**config.mk**
```make
export PLATFORM = sky130hd
export DESIGN_NAME = decode_issue
export DESIGN_NICKNAME = d
export VERILOG_FILES = /design/src/rtl/wisc_pkg.sv /design/src/rtl/regfile_8x16.sv /design/src/rtl/decode_issue.sv
export SDC_FILE = /design/constraint.sdc
export NUM_CORES = 1
export LEC_CHECK = 0
export BUFFER_PORTS_ARGS = -buffer_cell sky130_fd_sc_hd__buf_2
export CAP_MARGIN = 20
export CORE_UTILIZATION = 55
export CTS_CLUSTER_DIAMETER = 60
export CTS_CLUSTER_SIZE = 30
export DETAILED_ROUTE_END_ITERATION = 8
export PLACE_DENSITY_LB_ADDON = 0.25
export SLEW_MARGIN = 0
export SYNTH_ARGS = -nofsm -noshare
export SYNTH_HDL_FRONTEND = slang
export SYNTH_SLANG_ARGS = --single-unit
```
**constraint.sdc**
```tcl
create_clock -name clk -period 3.6 [get_ports clk]
set_input_delay 0 -clock clk [delete_from_list [all_inputs] [get_ports clk]]
set_output_delay 0 -clock clk [all_outputs]
set_load 0.1 [all_outputs]
```
**src/rtl/wisc_pkg.sv**
```systemverilog
// Shared WISC definitions: opcode encodings, instruction field positions and the
// small decode helpers used by the issue stage.
package wisc_pkg;
    typedef logic [2:0]  regspec_t;
    typedef logic [15:0] word_t;
    typedef logic [4:0]  opcode_t;

    typedef enum logic [4:0] {
        OP_HALT  = 5'b00000, OP_NOP   = 5'b00001, OP_SIIC  = 5'b00010, OP_RTI   = 5'b00011,
        OP_J     = 5'b00100, OP_JR    = 5'b00101, OP_JAL   = 5'b00110, OP_JALR  = 5'b00111,
        OP_ADDI  = 5'b01000, OP_SUBI  = 5'b01001, OP_XORI  = 5'b01010, OP_ANDNI = 5'b01011,
        OP_BEQZ  = 5'b01100, OP_BNEZ  = 5'b01101, OP_BLTZ  = 5'b01110, OP_BGEZ  = 5'b01111,
        OP_ST    = 5'b10000, OP_LD    = 5'b10001, OP_SLBI  = 5'b10010, OP_STU   = 5'b10011,
        OP_ROLI  = 5'b10100, OP_SLLI  = 5'b10101, OP_RORI  = 5'b10110, OP_SRLI  = 5'b10111,
        OP_LBI   = 5'b11000, OP_BTR   = 5'b11001, OP_SHIFT = 5'b11010, OP_ARITH = 5'b11011,
        OP_SEQ   = 5'b11100, OP_SLT   = 5'b11101, OP_SLE   = 5'b11110, OP_SCO   = 5'b11111
    } opcode_e;

    localparam int OPC_LSB = 11;
    localparam int RS_LSB  = 8;
    localparam int RT_LSB  = 5;
    localparam int RD_LSB  = 2;
    localparam int IMM_W   = 11;

    typedef struct packed {
        logic     en;
        regspec_t rd;
    } dest_t;

    function automatic opcode_t opcode_of(input word_t instr);
        return instr[OPC_LSB +: 5];
    endfunction

    function automatic regspec_t rs_of(input word_t instr);
        return instr[RS_LSB +: 3];
    endfunction

    function automatic regspec_t rt_of(input word_t instr);
        return instr[RT_LSB +: 3];
    endfunction

    function automatic dest_t decode_dest(input word_t instr);
        dest_t d;
        d.en = 1'b1;
        d.rd = instr[RD_LSB +: 3];
        casez (opcode_of(instr))
            OP_ARITH, OP_SHIFT, 5'b111??:         d.rd = instr[RD_LSB +: 3];
            5'b010??, 5'b101??, OP_LD, OP_BTR:    d.rd = instr[RT_LSB +: 3];
            OP_SLBI, OP_STU, OP_LBI:              d.rd = instr[RS_LSB +: 3];
            OP_JAL, OP_JALR:                      d.rd = 3'd7;
            default: begin
                d.en = 1'b0;
                d.rd = '0;
            end
        endcase
        return d;
    endfunction

    function automatic logic uses_rs(input opcode_t op);
        return !(op inside {OP_HALT, OP_NOP, OP_J, OP_JAL, OP_LBI});
    endfunction

    function automatic logic uses_rt(input opcode_t op);
        logic u;
        casez (op)
            OP_ARITH, OP_SHIFT, 5'b111??, OP_ST, OP_STU: u = 1'b1;
            default:                                     u = 1'b0;
        endcase
        return u;
    endfunction
endpackage

```
**src/rtl/regfile_8x16.sv**
```systemverilog
// 8x16 register file: two combinational read ports that see a same-cycle write,
// one clocked write port, cleared by reset.
module regfile_8x16 import wisc_pkg::*; (
    input  logic     clk,
    input  logic     rst_n,
    input  regspec_t rd_a_reg,
    output word_t    rd_a_data,
    input  regspec_t rd_b_reg,
    output word_t    rd_b_data,
    input  logic     wr_en,
    input  regspec_t wr_reg,
    input  word_t    wr_data
);
    word_t mem [8];

    for (genvar gi = 0; gi < 8; gi++) begin : g_word
        word_t word_reg;

        always_ff @(posedge clk or negedge rst_n) begin
            if (!rst_n) begin
                word_reg <= '0;
            end else if (wr_en && wr_reg == regspec_t'(gi)) begin
                word_reg <= wr_data;
            end
        end

        assign mem[gi] = word_reg;
    end

    assign rd_a_data = (wr_en && wr_reg == rd_a_reg) ? wr_data : mem[rd_a_reg];
    assign rd_b_data = (wr_en && wr_reg == rd_b_reg) ? wr_data : mem[rd_b_reg];
endmodule

```
**src/rtl/decode_issue.sv**
```systemverilog
// Decode/issue stage: splits WISC instructions, reads operands, tracks outstanding
// register writes to stall on RAW hazards and issues a registered bundle to execute.
module decode_issue import wisc_pkg::*; #(
    parameter int NREG   = 8,
    parameter int PEND_W = 2
) (
    input  logic                 clk,
    input  logic                 rst_n,
    input  logic                 if_valid,
    input  logic [15:0]          if_instr,
    input  logic [15:0]          if_pc,
    output logic                 if_ready,
    output logic                 ex_valid,
    input  logic                 ex_ready,
    output logic [4:0]           ex_opcode,
    output logic [1:0]           ex_funct,
    output logic [15:0]          ex_rs_data,
    output logic [15:0]          ex_rt_data,
    output logic [15:0]          ex_pc,
    output logic [IMM_W-1:0]     ex_imm,
    output logic                 ex_wr_en,
    output logic [2:0]           ex_wr_reg,
    input  logic                 wb_en,
    input  logic [2:0]           wb_reg,
    input  logic [15:0]          wb_data,
    input  logic                 flush,
    output logic                 halted
);
    opcode_t           op;
    regspec_t          rs;
    regspec_t          rt;
    dest_t             dest;
    word_t             rs_data;
    word_t             rt_data;
    logic              hazard;
    logic              accept;
    logic              drop;
    logic [PEND_W-1:0] pend [NREG];

    assign op   = opcode_of(if_instr);
    assign rs   = rs_of(if_instr);
    assign rt   = rt_of(if_instr);
    assign dest = decode_dest(if_instr);

    regfile_8x16 u_rf (
        .clk       (clk),
        .rst_n     (rst_n),
        .rd_a_reg  (rs),
        .rd_a_data (rs_data),
        .rd_b_reg  (rt),
        .rd_b_data (rt_data),
        .wr_en     (wb_en),
        .wr_reg    (wb_reg),
        .wr_data   (wb_data)
    );

    // Counts are sampled before this cycle's write-back, so a retiring write only unblocks next cycle.
    assign hazard = (uses_rs(op) && pend[rs] != '0)
                 || (uses_rt(op) && pend[rt] != '0)
                 || (dest.en && pend[dest.rd] == '1);

    assign if_ready = ~halted & ~hazard & ~flush & (~ex_valid | ex_ready);
    assign accept   = if_valid & if_ready;
    assign drop     = flush & ex_valid & ~ex_ready;

    for (genvar gi = 0; gi < NREG; gi++) begin : g_pend
        logic              inc;
        logic              wb_dec;
        logic              fl_dec;
        logic [PEND_W:0]   sum;
        logic [PEND_W:0]   sub;
        logic [PEND_W-1:0] cnt_reg;

        assign inc    = accept & dest.en & (dest.rd == regspec_t'(gi));
        assign wb_dec = wb_en & (wb_reg == regspec_t'(gi));
        assign fl_dec = drop & ex_wr_en & (ex_wr_reg == regspec_t'(gi));
        assign sum    = (PEND_W+1)'(cnt_reg) + (PEND_W+1)'(inc);
        assign sub    = (PEND_W+1)'(wb_dec) + (PEND_W+1)'(fl_dec);

        // Clamp at zero: a write-back with nothing outstanding must not wrap the count.
        always_ff @(posedge clk or negedge rst_n) begin
            if (!rst_n) begin
                cnt_reg <= '0;
            end else if (sum > sub) begin
                cnt_reg <= PEND_W'(sum - sub);
            end else begin
                cnt_reg <= '0;
            end
        end

        assign pend[gi] = cnt_reg;
    end

    always_ff @(posedge clk or negedge rst_n) begin
        if (!rst_n) begin
            ex_valid   <= 1'b0;
            ex_opcode  <= '0;
            ex_funct   <= '0;
            ex_rs_data <= '0;
            ex_rt_data <= '0;
            ex_pc      <= '0;
            ex_imm     <= '0;
            ex_wr_en   <= 1'b0;
            ex_wr_reg  <= '0;
            halted     <= 1'b0;
        end else if (accept) begin
            ex_valid   <= 1'b1;
            ex_opcode  <= op;
            ex_funct   <= if_instr[1:0];
            ex_rs_data <= rs_data;
            ex_rt_data <= rt_data;
            ex_pc      <= if_pc;
            ex_imm     <= if_instr[IMM_W-1:0];
            ex_wr_en   <= dest.en;
            ex_wr_reg  <= dest.rd;
            if (op == OP_HALT) begin
                halted <= 1'b1;
            end
        end else if (ex_ready || drop) begin
            ex_valid <= 1'b0;
        end
    end
endmodule

```
## Word-level counts from Yosys, hierarchy flattened

Cells that the tools add are included.
Widths: inputs -> output; s select.

| operators by class | value |
|---|---|
| reductions and logical operators | 32 |
| equality and inequality tests | 39 |
| $lt $le $gt $ge | 11 |
| bitwise logic cells | 41 |
| multiplexer cells | 30 |
| add/subtract/negate cells | 24 |

Operators by type and width:

| operator | number |
|---|---|
| $bmux 16 s3 | 2 |
| $mux 16 | 6 |
| $eq 3x3->1 const B | 14 |
| $eq 5x5->1 const B | 8 |
| $and 1x1->1 | 32 |
| $mux 2 | 14 |
| $add 2x1->3 | 8 |
| $gt 3x2->1 | 8 |
| $eq 3x2->1 const B | 7 |
| $bmux 2 s3 | 3 |
| $add 1x1->2 | 8 |
| $sub 2x2->2 | 8 |
| $eq 5x3->1 const B | 3 |
| $logic_and 1x1->1 | 13 |
| $ge 4x4->1 const B | 3 |
| $not 3->4 | 3 |
| $pmux 3 s4 | 1 |
| $reduce_or 12->1 | 1 |
| $eq 3x1->1 const B | 3 |
| $logic_not 3->1 | 3 |
| $eq 3x3->1 | 2 |
| $reduce_bool 2->1 | 3 |
| $reduce_or 3->1 | 2 |
| $eq 5x1->1 const B | 1 |
| 12 further kinds | 21 |

| storage, ports and cells | value |
|---|---|
| word-level logic and storage cells | 203 |
| flip-flop bits (word level) | 216 |
| bits of input ports | 57 |

## Longest topological paths before layout

| logic depth | value |
|---|---|
| depth after elaboration | 20 |
| mapped depth | 18 |

## By module

A second synthesis with hierarchy kept.

| second synthesis, totals | value |
|---|---|
| cell total of the unflattened synthesis | 845 |
| area total of the unflattened synthesis | 12226.7 µm² |

By module, submodules not included:

| module | times used | cells each | area an instance (µm²) |
|---|---|---|---|
| regfile_8x16 | 1 | 452 | 7526.0 |
| decode_issue | 1 | 393 | 4700.8 |

## Worst setup path after synthesis

Ideal clock, no wire load.

| timing | value |
|---|---|
| kind | reg-to-reg |
| start point | register ex_valid |
| end point | register g_pend[7].cnt_reg[0] |
| path slack | -122 ps |
| clock period less this slack | 3722 ps |
| data required time | 3523 ps |
| path buffers | 2 |
| arrival time | 3644 ps |
| cell stages (with the launch flop) | 14 |
| setup time | 77 ps |
| path through | dfrtp_1 nor2b_1 or3_1 a41oi_1 nand4_1 a211oi_4 buf_6 buf_2 and4_1 ha_1 inv_1 fa_1 or3_1 a21oi_1 |

| on the way | value |
|---|---|
| word-level cells in the longest chain between the ends | 9 |
| elaborated cells on any way between the ends | 15 |
| classes of those cells | add/sub: 3; order compare: 1; mux: 1; bitwise: 10 |

Ends and longest elaborated chain:

| element | RTL line | text |
|---|---|---|
| start, declared | decode_issue.sv:13 | `output logic ex_valid,` |
| start signal, assigned | decode_issue.sv:96 | `ex_valid <= 1'b0;` |
| start signal, assigned | decode_issue.sv:107 | `ex_valid <= 1'b1;` |
| start signal, assigned | decode_issue.sv:120 | `ex_valid <= 1'b0;` |
| $not 1->1 | decode_issue.sv:62 | `assign if_ready = ~halted & ~hazard & ~flush & (~ex_valid \| ex_ready);` |
| $or 1x1->1 | decode_issue.sv:62 |  |
| $and 1x1->1 | decode_issue.sv:62 |  |
| $and 1x1->1 | decode_issue.sv:63 | `assign accept = if_valid & if_ready;` |
| $and 1x1->1 (2 in a row) | decode_issue.sv:74 | `assign inc = accept & dest.en & (dest.rd == regspec_t'(gi));` |
| $add 2x1->3 | decode_issue.sv:77 | `assign sum = (PEND_W+1)'(cnt_reg) + (PEND_W+1)'(inc);` |
| $gt 3x2->1 / $sub 2x2->2 (equally long branches) | decode_issue.sv:84, decode_issue.sv:85 |  |
| $mux 2 (*) | decode_issue.sv:84 | `end else if (sum > sub) begin` |
| end signal, assigned | decode_issue.sv:85 | `cnt_reg <= PEND_W'(sum - sub);` |
| end, declared | decode_issue.sv:72 | `logic [PEND_W-1:0] cnt_reg;` |

Mark *: on every way between the ends. The rest lies on a longest branch, timed or not.
A chain may end at the register's enable or synchronous reset.

## Worst setup path in the final report

| timing | value |
|---|---|
| start point | input port if_instr[14] |
| end point | register g_pend[0].cnt_reg[0] |

| on the way | value |
|---|---|
| word-level cells in the longest chain between the ends | 20 |
| elaborated cells on any way between the ends | 49 |
| classes of those cells | add/sub: 2; order compare: 1; eq/ne: 16; mux: 7; bitwise: 8; reduce/logical: 15 |

Ends and longest elaborated chain:

| element | RTL line | text |
|---|---|---|
| start, declared | decode_issue.sv:10 | `input logic [15:0] if_instr,` |
| $eq 5x5->1 (tied with other cells) | wisc_pkg.sv:46 | `casez (opcode_of(instr))` |
| $reduce_or 4->1 (tied with other cells) | -- |  |
| $pmux 3 s4 | wisc_pkg.sv:46 |  |
| $not 3->4 (not written as such) | decode_issue.sv:60 | `\|\| (dest.en && pend[dest.rd] == '1);` |
| $bmux 2 s3 | decode_issue.sv:60 |  |
| $mux 2 (not written as such) (2 in a row) | decode_issue.sv:60 |  |
| $eq 2x2->1 | decode_issue.sv:60 |  |
| $logic_and 1x1->1 | decode_issue.sv:60 |  |
| $logic_or 1x1->1 | decode_issue.sv:60 |  |
| $not 1->1 | decode_issue.sv:62 |  |
| $and 1x1->1 (3 in a row) | decode_issue.sv:62 |  |
| $and 1x1->1 | decode_issue.sv:63 |  |
| $and 1x1->1 | decode_issue.sv:74 |  |
| $and 1x1->1 (*) | decode_issue.sv:74 |  |
| $add 2x1->3 (*) | decode_issue.sv:77 |  |
| $gt 3x2->1 / $sub 2x2->2 (equally long branches) | decode_issue.sv:84, decode_issue.sv:85 |  |
| $mux 2 (*) | decode_issue.sv:84 |  |
| end signal, assigned | decode_issue.sv:85 |  |
| end, declared | decode_issue.sv:72 |  |

Mark *: on every way between the ends. The rest lies on a longest branch, timed or not. The select of a mux whose other input is x is not followed.

==> metrics.log <==
INFO  metric synth_seq_area_share = roughly 45%
INFO  metric drt-initial-drc-count = around 550
INFO  metric worst_clock_skew = between 0.03 and 0.04 ns
INFO  metric design_power_total = around 11 mW
INFO  metric worst_setup_slack_for_register_to_register_paths = 0.25 ns
INFO  metric cellPowerDensity = 788 nW/um^2
INFO  metric total_leakage_power = 6.50 nW
INFO  metric crit_path_required_time = 4.02 ns
INFO  metric grt_max_degree = between 100 and 150
INFO  metric timing.reg2reg.worst_path_depth = 13
INFO  metric internal-power = 5.50 mW
INFO  metric totalNegativeSetupSlack = 0 ns
INFO  metric outcome = completed
INFO  metric initial_core_util = 56.0%
INFO  metric drt-total-wl = 29.3 mm
INFO  metric startpoint_type = input pin
INFO  metric relSlewSlack = between 40% and 50%
INFO  metric dp.final_hpwl = ~19 mm
INFO  metric worstSetupEndpointType = register
INFO  metric worst_pin_slew = 0.848 ns
INFO  metric setup_slack = 0.193 ns
INFO  metric avgViaCountPerCell = ~5.9
INFO  metric synth-edff-count = 0
INFO  metric clockPowerShare = 19.6%
INFO  metric swShare = about half
INFO  metric setup-violations-final = 0
INFO  metric hold_viol = 0
INFO  metric dr.pass1.iters = 5
INFO  metric ys_async_sr_fraction = between 90% and 100%
INFO  metric timing.final.crit_share = a little over nine tenths
INFO  metric wire_per_inst = 19.9 um
INFO  metric vdd_drop_max = 665 uV
INFO  metric gr-usage-met1 = 37.6%
INFO  metric vias_in_the_first_global_route = 8,587
INFO  metric drv.max_cap_violation_count = 0
INFO  metric routabilityCongestion = 0.844
INFO  metric power.sequential.fraction = between 30% and 40%
INFO  metric num_vias = between 8,000 and 9,000
INFO  metric placement.setup.worst_slack = 0.0965 ns
INFO  metric gr-max-usage-layer = met2
INFO  metric grt_usage = 27.5%
INFO  metric critical_path.reg2reg.startpoint = g_pend[5].cnt_reg[0]
INFO  metric grt_pass1_wl = 46.6 mm
INFO  metric netlist_area_before_placement = approximately 12,000 um^2
INFO  metric syn-instance-count = just over 1,000
INFO  metric synth_fp_nets = about 1,100
INFO  metric postSynthAreaPerCell = 11.4 um^2
INFO  metric coreArea = 21,000 um^2
INFO  metric synth_flop_cell = sky130_fd_sc_hd__dfrtp_1
INFO  metric p_sw = roughly 5.4 mW
INFO  metric clk_latency = 0.53 ns
INFO  metric synth-seq-cells = 214
INFO  metric placement_rows = 53
INFO  metric ios = 130
INFO  metric global_route.usage.met2 = 45.6%
INFO  metric crit_fanout = 17
INFO  metric clock_path_buffers = 3
INFO  metric clkTransAtPathRegs = around 0.080 ns
INFO  metric gr_util_met3 = under 10%
INFO  metric grt.overflow.total = 0
INFO  metric ant_nets = 0
INFO  metric drive_gt1_share = 33.5%
INFO  metric rr_endpoint = g_pend[0].cnt_reg[0]
INFO  metric fmax = 293 MHz
INFO  metric nets = roughly 1,300
INFO  metric die_w = 148 um
INFO  metric cp.arrival = 3.83 ns
INFO  metric rsz0062_at_grt = false
INFO  metric largest_reg_flops = roughly 130
INFO  metric grt_antenna_before_repair = 0
INFO  metric cts_root_buffer = sky130_fd_sc_hd__clkbuf_16
INFO  metric yosys.area.top_type = sky130_fd_sc_hd__dfrtp_1
INFO  metric place.port_buffers = 129
INFO  metric floorplan.die_area = 22,000 um^2
INFO  metric clock_sinks = 214
INFO  metric flow.area_growth_from_synthesis = 17.5%
INFO  metric maxSlewViolCount = 0
INFO  metric cts_tree = built
INFO  metric drc_errors = 0
INFO  metric hold_start = if_instr[7]
INFO  metric synthDistinctLibCells = 45
INFO  metric synth_top_area_share = 45.5%
INFO  metric htree_num_levels = 1
INFO  metric chipHeight = ~150 um
INFO  metric hp-class = in2reg
INFO  metric hold_depth = 2
INFO  metric finalWorstPathRequiredPeriod = 3.41 ns
INFO  metric synth_warn = 0
INFO  metric combinationalPowerShare = between 40% and 50%
INFO  metric cts_buffers = 19
INFO  metric holdPathEnd = ex_imm[7]
INFO  metric ys_top_cells_by_area = sky130_fd_sc_hd__dfrtp_1 (45%), sky130_fd_sc_hd__mux4_2 (13%), sky130_fd_sc_hd__mux2_2 (12%)
INFO  metric crit_type = in2reg
cell families after synthesis:
family          count (synthesis)  synth area share, %
xor+xnor                        6                0.446
mux                           236                 28.5
simple gates                  341                 12.7
compound gates                 82                 4.27
flops                         214                 45.5
fa+ha+maj                      40                 4.76
buf+inv                       111                 3.88
critical path: stages:
cell and delay (ns):
sky130_fd_sc_hd__dlygate4sd3_1 0.53, sky130_fd_sc_hd__buf_2 0.20, sky130_fd_sc_hd__nor3b_2 0.21, sky130_fd_sc_hd__o211ai_1 0.32, sky130_fd_sc_hd__nand3_2 0.23, sky130_fd_sc_hd__mux2i_1 0.17, sky130_fd_sc_hd__mux2_2 0.31, sky130_fd_sc_hd__a211oi_4 0.20
sky130_fd_sc_hd__buf_4 0.19, sky130_fd_sc_hd__and3_1 0.18, sky130_fd_sc_hd__ha_1 0.19, sky130_fd_sc_hd__inv_1 0.07, sky130_fd_sc_hd__fa_1 0.48, sky130_fd_sc_hd__or3_1 0.39, sky130_fd_sc_hd__a21oi_1 0.16
worst max path at each step:
stage                            start                   end  slack [ns]  depth (start not counted)
after CTS                 if_instr[14]  g_pend[0].cnt_reg[0]        0.06                         14
after detailed placement  if_instr[14]  g_pend[7].cnt_reg[0]         0.1                         13
after global routing      if_instr[12]  g_pend[7].cnt_reg[0]       0.002                         15
after global placement    if_instr[14]  g_pend[0].cnt_reg[0]        0.24                         13
final                     if_instr[14]  g_pend[0].cnt_reg[0]        0.19                         15
after floorplan               ex_valid  g_pend[7].cnt_reg[0]        0.08                         13
metal layers:
| layer | vias to the layer above | wire length [um] |
|---|---|---|
| met5 | - | 0 |
| met4 | 0 | 830 |
| met3 | 55 | 2020 |
| met2 | 332 | 14300 |
| met1 | 4311 | 12100 |
| li1 | 3925 | - |
layout by cell type (no fill, tap or decap), types with 7 or more instances in the layout:
cell and n:
sky130_fd_sc_hd__inv_1 31, sky130_fd_sc_hd__nor3_1 8, sky130_fd_sc_hd__a21oi_1 51, sky130_fd_sc_hd__and3_1 10
sky130_fd_sc_hd__mux4_2 66, sky130_fd_sc_hd__nor2_1 51, sky130_fd_sc_hd__o21ai_0 7, sky130_fd_sc_hd__or3_1 9
sky130_fd_sc_hd__fa_1 8, sky130_fd_sc_hd__mux2i_1 35, sky130_fd_sc_hd__dlygate4sd3_1 45, sky130_fd_sc_hd__buf_4 34
sky130_fd_sc_hd__buf_2 128, sky130_fd_sc_hd__dfrtp_1 212, sky130_fd_sc_hd__mux2_2 125, sky130_fd_sc_hd__nand2_1 209
sky130_fd_sc_hd__clkbuf_16 19, sky130_fd_sc_hd__ha_1 32, sky130_fd_sc_hd__nand2b_1 18, sky130_fd_sc_hd__nand4_1 8
sky130_fd_sc_hd__mux2_1 10
cells in the mapped netlist, types with 5 or more instances:
cell	n
sky130_fd_sc_hd__nand3b_1	6
sky130_fd_sc_hd__nand2_1	209
sky130_fd_sc_hd__inv_1	31
sky130_fd_sc_hd__ha_1	32
sky130_fd_sc_hd__nor3_1	10
sky130_fd_sc_hd__mux4_2	66
sky130_fd_sc_hd__and3_1	10
sky130_fd_sc_hd__buf_2	8
sky130_fd_sc_hd__mux2_2	125
sky130_fd_sc_hd__nand4_1	8
sky130_fd_sc_hd__clkbuf_1	50
sky130_fd_sc_hd__fa_1	8
sky130_fd_sc_hd__or3_1	9
sky130_fd_sc_hd__o2111ai_1	5
sky130_fd_sc_hd__mux2_1	10
sky130_fd_sc_hd__buf_1	12
sky130_fd_sc_hd__dfrtp_1	214
sky130_fd_sc_hd__a21oi_1	51
sky130_fd_sc_hd__nand2b_1	18
sky130_fd_sc_hd__xnor2_1	6
sky130_fd_sc_hd__nor2_1	52
sky130_fd_sc_hd__o21ai_0	7
sky130_fd_sc_hd__mux2i_1	35
through the flow:
step | hold slack, ns | instances | utilization, % | area, um^2
floorplan | -0.296 | 1030 | - | 11800
global placement | 0.114 | 1390 | 60.5 | 12700
detailed placement | 0.119 | 1390 | 60.5 | 12700
CTS | 0.0572 | 1469 | 65.7 | 13800
global route | 0.0721 | 1471 | 65.9 | 13800
finish | 0.0724 | 1472 | 65.9 | 13800
power by group through the flow:
| stage | logic [mW] | registers [mW] | clock network (mW) |
|---|---|---|---|
| detailed placement | 5.15 | 3.61 | 0 |
| CTS | 5.21 | 3.57 | 2.19 |
| finish | 5.19 | 3.58 | 2.14 |
| global placement | 5.10 | 3.57 | 0 |
| global route | 5.43 | 3.67 | 2.28 |
| floorplan | 1.52 | 6.34 | 0 |
layout make-up:
| type | instances | area [um^2] |
|---|---|---|
| repair buffers | 208 | 1360 |
| well taps | 275 | 344 |
| clock buffers | 21 | 503 |
| flip-flops and latches | 214 | 5360 |
| clock inverters | 13 | 151 |
| diodes | 1 | 2.50 |
| fillers | 1622 | 7170 |
| inverters | 35 | 131 |
| multi-input cells | 705 | 6000 |
repair_timing:
action	CTS	global route
endpoints found under the setup margin	0	15
resized for setup	0	4
hold buffers	45	0
setup buffers	0	2
endpoints found under the hold margin	258	0
Note: power is estimated with default switching activity, not from simulation.
